$ cat config.mk
export PLATFORM = sky130hd
export DESIGN_NAME = communication_transmitter_flat
export DESIGN_NICKNAME = d
export VERILOG_FILES = /design/src/rtl/communication_transmitter_pkg.sv /design/src/rtl/communication_transmitter_if.sv /design/src/rtl/communication_transmitter_neo_bit_encoder.sv /design/src/rtl/communication_transmitter.sv /design/src/flat_wrapper.sv
export SDC_FILE = /design/constraint.sdc
export NUM_CORES = 1
export LEC_CHECK = 0
export ABC_AREA = 1
export CAP_MARGIN = 20
export CORE_MARGIN = 2
export CORE_UTILIZATION = 52
export CTS_CLUSTER_SIZE = 30
export DETAILED_ROUTE_END_ITERATION = 7
export HOLD_SLACK_MARGIN = 0.05
export PLACE_DENSITY_LB_ADDON = 0.25
export SYNTH_ARGS = -nofsm -noshare
export SYNTH_HDL_FRONTEND = slang
export SYNTH_SLANG_ARGS = --single-unit
$ cat constraint.sdc
create_clock -name clock -period 1.9 [get_ports clock]
set_clock_uncertainty 0.2 [all_clocks]
set_input_delay 0.38 -clock clock [delete_from_list [all_inputs] [get_ports clock]]
set_output_delay 0.38 -clock clock [all_outputs]
set_load 0.05 [all_outputs]
$ cat src/rtl/communication_transmitter_pkg.sv
// Shared message codes, frame layout and default link timing for the board-to-board
// pulse-width link; used by both the transmitter and the receiver.
package communication_transmitter_pkg;

    typedef enum logic [2:0] {
        MSG_RSVD0         = 3'd0,
        MSG_BALL          = 3'd1,
        MSG_MISS          = 3'd2,
        MSG_ARE_YOU_THERE = 3'd3,
        MSG_I_AM_HERE     = 3'd4,
        MSG_I_LOST        = 3'd5,
        MSG_NEW_GAME      = 3'd6,
        MSG_RSVD7         = 3'd7
    } msg_t;

    localparam int unsigned FRAME_BITS = 24;
    localparam int unsigned TYPE_W     = 3;
    localparam int unsigned BALL_Y_W   = 9;
    localparam int unsigned VEL_W      = 4;

    localparam int unsigned TYPE_LSB   = 21;
    localparam int unsigned BALL_Y_LSB = 12;
    localparam int unsigned VEL_X_LSB  = 8;
    localparam int unsigned VEL_Y_LSB  = 4;
    localparam int unsigned SIGN_POS   = 3;
    localparam int unsigned PARITY_POS = 0;

    localparam int unsigned DEF_BIT_CYCLES = 100;
    localparam int unsigned DEF_ONE_HIGH   = 70;
    localparam int unsigned DEF_ZERO_HIGH  = 30;
    localparam int unsigned DEF_GAP_CYCLES = 500;

    typedef struct packed {
        msg_t                  msg_type;
        logic [BALL_Y_W-1:0]   ball_y;
        logic [VEL_W-1:0]      vel_x;
        logic [VEL_W-1:0]      vel_y;
        logic                  sign_y;
    } tx_msg_t;

    function automatic logic is_reserved(input logic [TYPE_W-1:0] code);
        return (code == TYPE_W'(MSG_RSVD0)) || (code == TYPE_W'(MSG_RSVD7));
    endfunction

    // Ball payload only travels with MSG_BALL; every other type sends zeros there.
    function automatic logic [FRAME_BITS-1:0] pack_frame(input tx_msg_t m, input logic parity_en);
        logic [FRAME_BITS-1:0] frame;
        frame = '0;
        frame[TYPE_LSB +: TYPE_W] = m.msg_type;
        if (m.msg_type == MSG_BALL) begin
            frame[BALL_Y_LSB +: BALL_Y_W] = m.ball_y;
            frame[VEL_X_LSB +: VEL_W]     = m.vel_x;
            frame[VEL_Y_LSB +: VEL_W]     = m.vel_y;
            frame[SIGN_POS]               = m.sign_y;
        end
        if (parity_en) begin
            frame[PARITY_POS] = ^frame[FRAME_BITS-1:PARITY_POS+1];
        end
        return frame;
    endfunction

endpackage

$ cat src/rtl/communication_transmitter_if.sv
// Message hand-off bus between the game FSM (master) and the link transmitter (slave).
interface communication_transmitter_if;

    logic                                           tx_valid;
    logic                                           tx_ready;
    logic [communication_transmitter_pkg::TYPE_W-1:0]   msg_type;
    logic [communication_transmitter_pkg::BALL_Y_W-1:0] ball_y_tx;
    logic [communication_transmitter_pkg::VEL_W-1:0]    velocity_x_tx;
    logic [communication_transmitter_pkg::VEL_W-1:0]    velocity_y_tx;
    logic                                           sign_y_tx;
    logic                                           tx_done;
    logic                                           bad_type;

    modport master (
        output tx_valid, msg_type, ball_y_tx, velocity_x_tx, velocity_y_tx, sign_y_tx,
        input  tx_ready, tx_done, bad_type
    );

    modport slave (
        input  tx_valid, msg_type, ball_y_tx, velocity_x_tx, velocity_y_tx, sign_y_tx,
        output tx_ready, tx_done, bad_type
    );

endinterface

$ cat src/rtl/communication_transmitter_neo_bit_encoder.sv
// Emits one pulse-width encoded bit period: high for ONE_HIGH/ZERO_HIGH clocks, low for the rest.
// A start on the last cycle of a period chains the next bit with no idle cycle.
module communication_transmitter_neo_bit_encoder #(
    parameter int unsigned BIT_CYCLES = 100,
    parameter int unsigned ONE_HIGH   = 70,
    parameter int unsigned ZERO_HIGH  = 30,
    parameter int unsigned CNT_W      = 9
) (
    input  logic clock,
    input  logic reset,
    input  logic start,
    input  logic bit_val,
    output logic line,
    output logic high_end_c,
    output logic bit_done_c
);

    localparam logic [CNT_W-1:0] LAST_CNT = CNT_W'(BIT_CYCLES - 1);
    localparam logic [CNT_W-1:0] ONE_LEN  = CNT_W'(ONE_HIGH);
    localparam logic [CNT_W-1:0] ZERO_LEN = CNT_W'(ZERO_HIGH);

    logic             active;
    logic [CNT_W-1:0] cnt;
    logic [CNT_W-1:0] hi_len;

    assign high_end_c = active && (cnt == hi_len - CNT_W'(1));
    assign bit_done_c = active && (cnt == LAST_CNT);

    // cnt is the index of the current clock within the bit period
    always_ff @(posedge clock) begin
        if (reset) begin
            active <= 1'b0;
            cnt    <= '0;
            hi_len <= '0;
            line   <= 1'b0;
        end else if (start) begin
            active <= 1'b1;
            cnt    <= '0;
            hi_len <= bit_val ? ONE_LEN : ZERO_LEN;
            line   <= 1'b1;
        end else if (active) begin
            if (cnt == LAST_CNT) begin
                active <= 1'b0;
                cnt    <= '0;
                line   <= 1'b0;
            end else begin
                cnt  <= cnt + CNT_W'(1);
                line <= (cnt + CNT_W'(1)) < hi_len;
            end
        end
    end

endmodule

$ cat src/rtl/communication_transmitter.sv
// Serialises one game message into a 24-bit pulse-width frame on NEO_OUT, MSB first.
// Define COMM_TX_PARITY_EN to send even parity in bit 0 (receiver must match).
module communication_transmitter
    import communication_transmitter_pkg::*;
#(
    parameter int unsigned BIT_CYCLES = DEF_BIT_CYCLES,
    parameter int unsigned ONE_HIGH   = DEF_ONE_HIGH,
    parameter int unsigned ZERO_HIGH  = DEF_ZERO_HIGH,
    parameter int unsigned GAP_CYCLES = DEF_GAP_CYCLES
) (
    input  logic                        clock,
    input  logic                        reset,
    communication_transmitter_if.slave  bus,
    output logic                        NEO_OUT
);

    localparam int unsigned CNT_W = $clog2(((BIT_CYCLES > GAP_CYCLES) ? BIT_CYCLES : GAP_CYCLES) + 1);
    localparam int unsigned IDX_W = 5;

    localparam logic [CNT_W-1:0] GAP_LAST = CNT_W'(GAP_CYCLES);
    localparam logic [CNT_W-1:0] GAP_PRE  = CNT_W'(GAP_CYCLES - 1);
    localparam logic [IDX_W-1:0] IDX_TOP  = IDX_W'(FRAME_BITS - 1);

`ifdef COMM_TX_PARITY_EN
    localparam logic PARITY_EN = 1'b1;
`else
    localparam logic PARITY_EN = 1'b0;
`endif

    typedef enum logic [1:0] {
        ST_IDLE,
        ST_HIGH,
        ST_LOW,
        ST_GAP
    } state_t;

    state_t                state;
    logic [FRAME_BITS-1:0] shreg;
    logic [IDX_W-1:0]      bit_idx;
    logic [CNT_W-1:0]      gap_cnt;
    logic                  tx_ready_q;
    logic                  tx_done_q;
    logic                  bad_type_q;

    tx_msg_t               msg_c;
    logic [FRAME_BITS-1:0] frame_c;
    logic                  accept_c;
    logic                  reserved_c;
    logic                  chain_c;
    logic                  start_c;
    logic                  bit_val_c;
    logic                  high_end_c;
    logic                  bit_done_c;

    assign bus.tx_ready = tx_ready_q;
    assign bus.tx_done  = tx_done_q;
    assign bus.bad_type = bad_type_q;

    always_comb begin
        msg_c          = '0;
        msg_c.msg_type = msg_t'(bus.msg_type);
        msg_c.ball_y   = bus.ball_y_tx;
        msg_c.vel_x    = bus.velocity_x_tx;
        msg_c.vel_y    = bus.velocity_y_tx;
        msg_c.sign_y   = bus.sign_y_tx;
    end

    assign frame_c    = pack_frame(msg_c, PARITY_EN);
    assign accept_c   = (state == ST_IDLE) && bus.tx_valid && tx_ready_q;
    assign reserved_c = is_reserved(bus.msg_type);

    // shreg is shifted at the end of each high phase, so its MSB is the next bit to send
    assign chain_c   = (state == ST_LOW) && bit_done_c && (bit_idx != '0);
    assign start_c   = (accept_c && !reserved_c) || chain_c;
    assign bit_val_c = (state == ST_IDLE) ? frame_c[FRAME_BITS-1] : shreg[FRAME_BITS-1];

    communication_transmitter_neo_bit_encoder #(
        .BIT_CYCLES (BIT_CYCLES),
        .ONE_HIGH   (ONE_HIGH),
        .ZERO_HIGH  (ZERO_HIGH),
        .CNT_W      (CNT_W)
    ) u_encoder (
        .clock      (clock),
        .reset      (reset),
        .start      (start_c),
        .bit_val    (bit_val_c),
        .line       (NEO_OUT),
        .high_end_c (high_end_c),
        .bit_done_c (bit_done_c)
    );

    // Frame sequencer; the gap state holds GAP_CYCLES+1 clocks with tx_done on the last one
    always_ff @(posedge clock) begin
        if (reset) begin
            state      <= ST_IDLE;
            shreg      <= '0;
            bit_idx    <= '0;
            gap_cnt    <= '0;
            tx_ready_q <= 1'b1;
            tx_done_q  <= 1'b0;
            bad_type_q <= 1'b0;
        end else begin
            tx_done_q  <= 1'b0;
            bad_type_q <= 1'b0;
            case (state)
                ST_IDLE: begin
                    if (accept_c) begin
                        tx_ready_q <= 1'b0;
                        if (reserved_c) begin
                            bad_type_q <= 1'b1;
                        end else begin
                            shreg   <= frame_c;
                            bit_idx <= IDX_TOP;
                            state   <= ST_HIGH;
                        end
                    end else begin
                        tx_ready_q <= 1'b1;
                    end
                end
                ST_HIGH: begin
                    if (high_end_c) begin
                        shreg <= {shreg[FRAME_BITS-2:0], 1'b0};
                        state <= ST_LOW;
                    end
                end
                ST_LOW: begin
                    if (bit_done_c) begin
                        if (bit_idx == '0) begin
                            gap_cnt <= '0;
                            state   <= ST_GAP;
                        end else begin
                            bit_idx <= bit_idx - IDX_W'(1);
                            state   <= ST_HIGH;
                        end
                    end
                end
                ST_GAP: begin
                    if (gap_cnt == GAP_LAST) begin
                        tx_ready_q <= 1'b1;
                        state      <= ST_IDLE;
                    end else begin
                        gap_cnt <= gap_cnt + CNT_W'(1);
                        if (gap_cnt == GAP_PRE) begin
                            tx_done_q <= 1'b1;
                        end
                    end
                end
                default: state <= ST_IDLE;
            endcase
        end
    end

endmodule

$ cat src/flat_wrapper.sv
// flat-port wrapper written by rule: the top's interface ports become plain ports
module communication_transmitter_flat import communication_transmitter_pkg::*;
#(
    parameter int unsigned BIT_CYCLES = DEF_BIT_CYCLES,
    parameter int unsigned ONE_HIGH   = DEF_ONE_HIGH,
    parameter int unsigned ZERO_HIGH  = DEF_ZERO_HIGH,
    parameter int unsigned GAP_CYCLES = DEF_GAP_CYCLES
)
  (clock, reset, NEO_OUT, bus_tx_valid, bus_msg_type, bus_ball_y_tx, bus_velocity_x_tx, bus_velocity_y_tx, bus_sign_y_tx, bus_tx_ready, bus_tx_done, bus_bad_type);
  communication_transmitter_if bus_i ();
  input  logic clock;
  input  logic reset;
  output logic NEO_OUT;
  input wire logic [$bits(bus_i.tx_valid)-1:0] bus_tx_valid;
  input wire logic [$bits(bus_i.msg_type)-1:0] bus_msg_type;
  input wire logic [$bits(bus_i.ball_y_tx)-1:0] bus_ball_y_tx;
  input wire logic [$bits(bus_i.velocity_x_tx)-1:0] bus_velocity_x_tx;
  input wire logic [$bits(bus_i.velocity_y_tx)-1:0] bus_velocity_y_tx;
  input wire logic [$bits(bus_i.sign_y_tx)-1:0] bus_sign_y_tx;
  output wire logic [$bits(bus_i.tx_ready)-1:0] bus_tx_ready;
  output wire logic [$bits(bus_i.tx_done)-1:0] bus_tx_done;
  output wire logic [$bits(bus_i.bad_type)-1:0] bus_bad_type;
  assign bus_i.tx_valid = bus_tx_valid;
  assign bus_i.msg_type = bus_msg_type;
  assign bus_i.ball_y_tx = bus_ball_y_tx;
  assign bus_i.velocity_x_tx = bus_velocity_x_tx;
  assign bus_i.velocity_y_tx = bus_velocity_y_tx;
  assign bus_i.sign_y_tx = bus_sign_y_tx;
  assign bus_tx_ready = bus_i.tx_ready;
  assign bus_tx_done = bus_i.tx_done;
  assign bus_bad_type = bus_i.bad_type;
  communication_transmitter #(.BIT_CYCLES(BIT_CYCLES), .ONE_HIGH(ONE_HIGH), .ZERO_HIGH(ZERO_HIGH), .GAP_CYCLES(GAP_CYCLES)) u_core (.clock(clock), .reset(reset), .bus(bus_i), .NEO_OUT(NEO_OUT));
endmodule
Word-level counts from Yosys, hierarchy flattened. Cells that the tools add are included.

$add $sub $neg: 4. $lt $le $gt $ge: 1. Eq/ne operators: 17. Mux-type cells: 35. Bitwise gates (word level): 3. Reductions and logical operators: 27.

Operator list (number): 2-to-1 mux 24 bit (3); case mux 24 bit (2 select lines) (1); 2-to-1 mux 9 bit (4); 2-to-1 mux 5 bit (4); adder 9 x 1 -> 9 bit (second input constant) (2); == test 9 bit (second input constant) (2); 2-to-1 mux 18 bit (1); case mux 9 bit (2 select lines) (1); 2-to-1 mux 2 bit (6); 2-to-1 mux 1 bit (11); case mux 5 bit (2 select lines) (1); AND reduction 5 bit (2); nonzero test 2 bit (5); == test 9 x 7 -> 1 bit (second input constant) (1); == test 9 bit (1); less-than comparator 9 bit (1); subtractor 9 x 1 -> 9 bit (second input constant) (1); != test 2 x 1 -> 1 bit (second input constant) (4); != test 2 bit (second input constant) (4); case mux 2 bit (4 select lines) (1); AND reduction 4 bit (2); logical AND 1 bit (7); 2-to-1 mux 7 bit (1); OR reduction 3 bit (2); other kinds (15) (19).

Flip-flop bits (word level): 63. Bits of input ports: 24. Output and inout port bits: 4. Logic and storage cells: 98.

Logic depth before layout (Yosys ltp).
Depth in word-level cells: 6. Gate-level depth with buffers: 15. Mapped depth without buffers: 15.

Hierarchy. From an unflattened synthesis, not the netlist that was laid out.

Cell total of the unflattened synthesis: 471. Area, all modules: 3095.5 sq um.

By module, submodules not included: communication_transmitter (times used 1, cells each 334, area an instance 2129.5 sq um, seq. area each 800.8 sq um); communication_transmitter_neo_bit_encoder (times used 1, cells each 137, area an instance 965.9 sq um, seq. area each 280.3 sq um).

Worst setup path before layout. Ideal clock, no wire load.

Path type: register to register. Start: register u_core.u_encoder.cnt[1]. End: register u_core.u_encoder.line. Setup time: 70 ps. Data arrival time: 1728 ps. Data required time: 1630 ps. Slack: -99 ps. Cell stages (with the launch flop): 15. Buffers on the path: 0. Period minus slack after synthesis: 1999 ps. Cells stage by stage: dfxtp_1 > ha_1 > nand2_1 > nor2_1 > inv_1 > nor2_1 > inv_1 > nand2_1 > inv_1 > ha_1 > a21oi_1 > nand4_1 > nand2_1 > nand2_1 > a21oi_1.

Cells in the longest elaborated chain, start to end: 6. Elaborated cells on any way between the ends: 11. Classes of those cells: add/sub (1); order compare (1); eq/ne (1); mux (3); reduce/logical (5).

Ends and longest elaborated chain: start: declaration (RTL line communication_transmitter_neo_bit_encoder.sv:23) `logic [CNT_W-1:0] cnt;`; start signal: assignment (RTL line communication_transmitter_neo_bit_encoder.sv:47) `cnt <= cnt + CNT_W'(1);`; parallel branches: the longest is 6 deep, another holds adder 9 x 1 -> 9 bit; end signal: assignment (RTL line communication_transmitter_neo_bit_encoder.sv:48) `line <= (cnt + CNT_W'(1)) < hi_len;`; end: declaration (RTL line communication_transmitter_neo_bit_encoder.sv:13) `output logic line,`.

Several ways; the timed one is not identified. The select of a mux whose other input is x is not followed. A chain may end at the register's enable or synchronous reset.

Final worst setup path.
Start: register u_core.u_encoder.hi_len[2]. End: register u_core.shreg[20].

Cells in the longest elaborated chain, start to end: 5.

Ends and longest elaborated chain: start: declaration (RTL line communication_transmitter_neo_bit_encoder.sv:24) `logic [CNT_W-1:0] hi_len;`; start signal: assignment (RTL line communication_transmitter_neo_bit_encoder.sv:39) `hi_len <= bit_val ? ONE_LEN : ZERO_LEN;`; subtractor 9 x 1 -> 9 bit (RTL line communication_transmitter_neo_bit_encoder.sv:26) `assign high_end_c = active && (cnt == hi_len - CNT_W'(1));`; == test 9 bit (RTL line communication_transmitter_neo_bit_encoder.sv:26); logical AND 1 bit (RTL line communication_transmitter_neo_bit_encoder.sv:26); != test 2 x 1 -> 1 bit (no line); AND reduction 4 bit (no line); end signal: assignment (RTL line communication_transmitter.sv:112) `shreg <= frame_c;`; end signal: assignment (RTL line communication_transmitter.sv:122) `shreg <= {shreg[FRAME_BITS-2:0], 1'b0};`; end: declaration (RTL line communication_transmitter.sv:38) `logic [FRAME_BITS-1:0] shreg;`.

No other way between the ends.

==> impl_results.md <==
* Outcome: finished with violations
* Violated checks: setup timing
* Clock network fraction of total power at between 10 and 15%
* Share of layout cells above drive strength 1 at 26.3%
* Number of port buffers at 27
* Post-detailed-route wirelength per cell at 13.7 µm
* Largest net degree at the start of global routing at 33
* Fin crit share at 109%
* Filler cell count at around 450
* Hold Slack at around 280 ps
* Cells after Synth at 509
* Cell area after placement at 3760 µm²
* Initial drt markers at approximately 210
* Internal at 2.61 mW
* CP max FO at 6
* Dpl hpwl at 5.59 mm
* Synthesized Nets at 544
* Final #Nets at ~610
* Required time worst endpoint at 1910 ps
* Combinational power share at 51.4%
* Cell variety after synth at 29
* Non-Filler Instances at 654
* Clock Sink Count at 54
* Cell Area, Synth at 3210 µm²
* DIE HEIGHT at 82.5 µm
* Total track usage at roughly a quarter
* Max Cap Viol at 0
* Core Box Area at between 5000 and 6000 µm²
* Via/cell ratio at 5.32
* Vias in the first global route at 3207
* P_leak at 1.95 nW
* P per Cell Area at 1050 nW/µm²
* Io pins at 28
* Slew @ Worst Pin at 360 ps
* Multi-input logic area at 2090 µm²
* Final WL at 8.94 mm
* Max-slew headroom at 75.7%
* Die X-Extent at 82.5 µm
* Num rows at 28
* Worst slack at placement at -244 ps
* Final Hold Fails at 0
* Psw at around 1.9 mW
* Net Sw Frac at 42.6%
* Unrepaired setup endpoints after global routing: yes
* # setup viols final at 25
* HP Class: reg -> reg
* Synth-to-layout area growth at 35.3%
* Clk_lat worst skew at between 300 and 400 ps
* CTS H-tree lvls at 2
* Inserted Clock Buffers at 5
* Worst setup SP type: register
* Slew Viols, Final at 0
* Post-route cell area at 4340 µm²
* Synthesized area per cell at 6.30 µm²
* Sequential share of the synthesized area at 33.7%
* Largest area contributor in the synthesized netlist: dfxtp_1
* Critical Path Sink Type: register
* Die Area at 6810 µm²
* Post-synth top area share at about a third
* Drt pass-1 iters at 5
* CTS root buffer: clkbuf_8
* Via count at around 3500
* Total grt overflow at 0
* Post-layout min period at 2080 ps
* Setup WS post-layout at -180 ps
* #FFs+latches synth at 54
* # DRC at 0
* # diodes at 0
* Register Area at 1090 µm²
* CTS max path bufs at 2
* Achievable Freq at 0.481 GHz
* CTS tree: yes
* Initial antenna violation count at 0
* Final ANT Viol Nets at 0
* Clock transition at the registers of the reported paths at 100 ps
* Sequential group share of total power at 34.5%
* Hold buffers post-CTS at 0
* Initial Utilization at 53.8%
* Dominant cells by area after synthesis: dfxtp_1 34%, nand2_1 19%, nor2_1 9.6%, inv_1 6.2%, a21oi_1 5.6%
* Class of the most critical setup path: reg -> reg
* First-pass GRT wire length at 13.5 mm
* Yosys warning count at 0
* CP arrival at 2090 ps
* Peak VDD IR at between 0.6 and 0.7 mV
* Placed insts at 631
* RD Place Congestion at 0.879
==> layout by cell type (no fill, tap or decap), types with 2 or more instances in the layout <==
cell / count
nand2_4: 11
or2_2: 3
inv_4: 4
buf_12: 3
xor2_1: 4
nand2_2: 25
o21ai_2: 3
buf_6: 3
nand4_1: 5
buf_4: 46
clkbuf_16: 2
nand2_1: 132
ha_1: 5
nor2_1: 76
clkinv_4: 2
ha_2: 2
xnor2_1: 3
dfxtp_1: 49
inv_2: 5
a21oi_2: 3
o21ai_0: 20
nand3_2: 4
nor2_2: 6
inv_1: 46
dfxtp_2: 5
nand3_1: 23
clkbuf_8: 5
clkdlybuf4s50_1: 23
nor2_4: 8
a21oi_1: 33
ha_4: 4
nor3_1: 5
==> flip-flops by register name, indices dropped and copies added, names as in the netlist, 2 cells and up <==
name	flops
u_core.shreg	21
u_core.state	2
u_core.bit_idx	5
u_core.u_encoder.cnt	9
u_core.gap_cnt	9
u_core.u_encoder.hi_len	3
==> worst max-delay path, cell delays in order (launching register included) <==
cell and delay [ps]:
dfxtp_2 370, clkinv_4 90, ha_4 220, nand2_1 80, inv_1 60, nor2_1 130
nand2_1 110, nor2_4 140, nand4_4 130, nand2_8 150, buf_12 140, nand2_2 50
nand2_1 60, nor2_1 50
==> stage by stage <==
stage               setup TNS (ps)  power (mW)  util (%)
floorplan                    -40.4        2.83         -
global placement             -5560        3.26      63.1
detailed placement           -7540        3.33      63.1
CTS                          -2240        4.12      67.9
global route                 -5870        4.86      72.9
finish                       -3630        4.55      72.9
==> layer usage <==
layer | wire, µm | vias up | part of all wire (%) | global-route usage, %
li1 | - | 1729 | - | -
met3 | 552 | 31 | 6.2 | 4.67
met4 | 241 | 0 | 2.7 | 7.21
met2 | 4430 | 136 | 50 | 45.0
met5 | 0 | - | 0 | 0
met1 | 3720 | 1582 | 42 | 31.4
==> cells by family (layout without fill, tap and decap cells) <==
logic type,Yosys count,in the layout,synth area share (%)
AOI/OAI and AO/OA,62,62,10.3
and+or+nand+nor,302,302,39.2
xor gates and xnor gates,7,7,1.91
buffers and inverters,73,143,10.5
adders and majority gates,11,11,4.29
DFF,54,54,33.7
==> power groups by stage <==
stage,clock network [mW],logic (mW),registers (mW)
floorplan,0,1.24,1.59
global placement,0,1.71,1.56
detailed placement,0,1.76,1.57
CTS,0.651,1.92,1.55
global route,0.690,2.57,1.60
finish,0.642,2.34,1.57
==> worst paths after layout <==
path,slack [ps],to,startpoint,cells after the start
hold / removal,280,u_core.shreg[9]$_SDFFE_PP0P_,u_core.shreg[9]$_SDFFE_PP0P_,2
setup reg to reg,-180,u_core.shreg[20]$_SDFFE_PP0P_,u_core.u_encoder.hi_len[2]$_SDFFE_PP0P_,13
setup / recovery,-180,u_core.shreg[20]$_SDFFE_PP0P_,u_core.u_encoder.hi_len[2]$_SDFFE_PP0P_,13
hold reg to reg,280,u_core.shreg[9]$_SDFFE_PP0P_,u_core.shreg[9]$_SDFFE_PP0P_,2
==> Yosys cell counts, drive strengths merged <==
library cell / number
a22oi: 1
nor2: 90
ha: 11
nand4: 7
or2: 3
clkbuf: 4
o21ai: 25
nor3: 5
nand3: 27
nor3b: 1
nand2: 169
dfxtp: 54
xor2: 4
inv: 56
xnor2: 3
a21oi: 36
buf: 13
==> what timing repair did <==
item,CTS,global route
setup endpoints to repair,22,42
buffers inserted,11,5
resized for setup,18,77
pin swaps,9,30
gates cloned,2,2
==> final cells by class <==
class	instances	share of cell area, %
multi-input cells	382	48.1
flip-flops and latches	54	25.1
repair buffers	79	17.6
inverters	56	5.19
well taps	75	2.16
clock buffers	6	1.67
clock inverters	2	0.317
(Power assumes the default switching activity.)
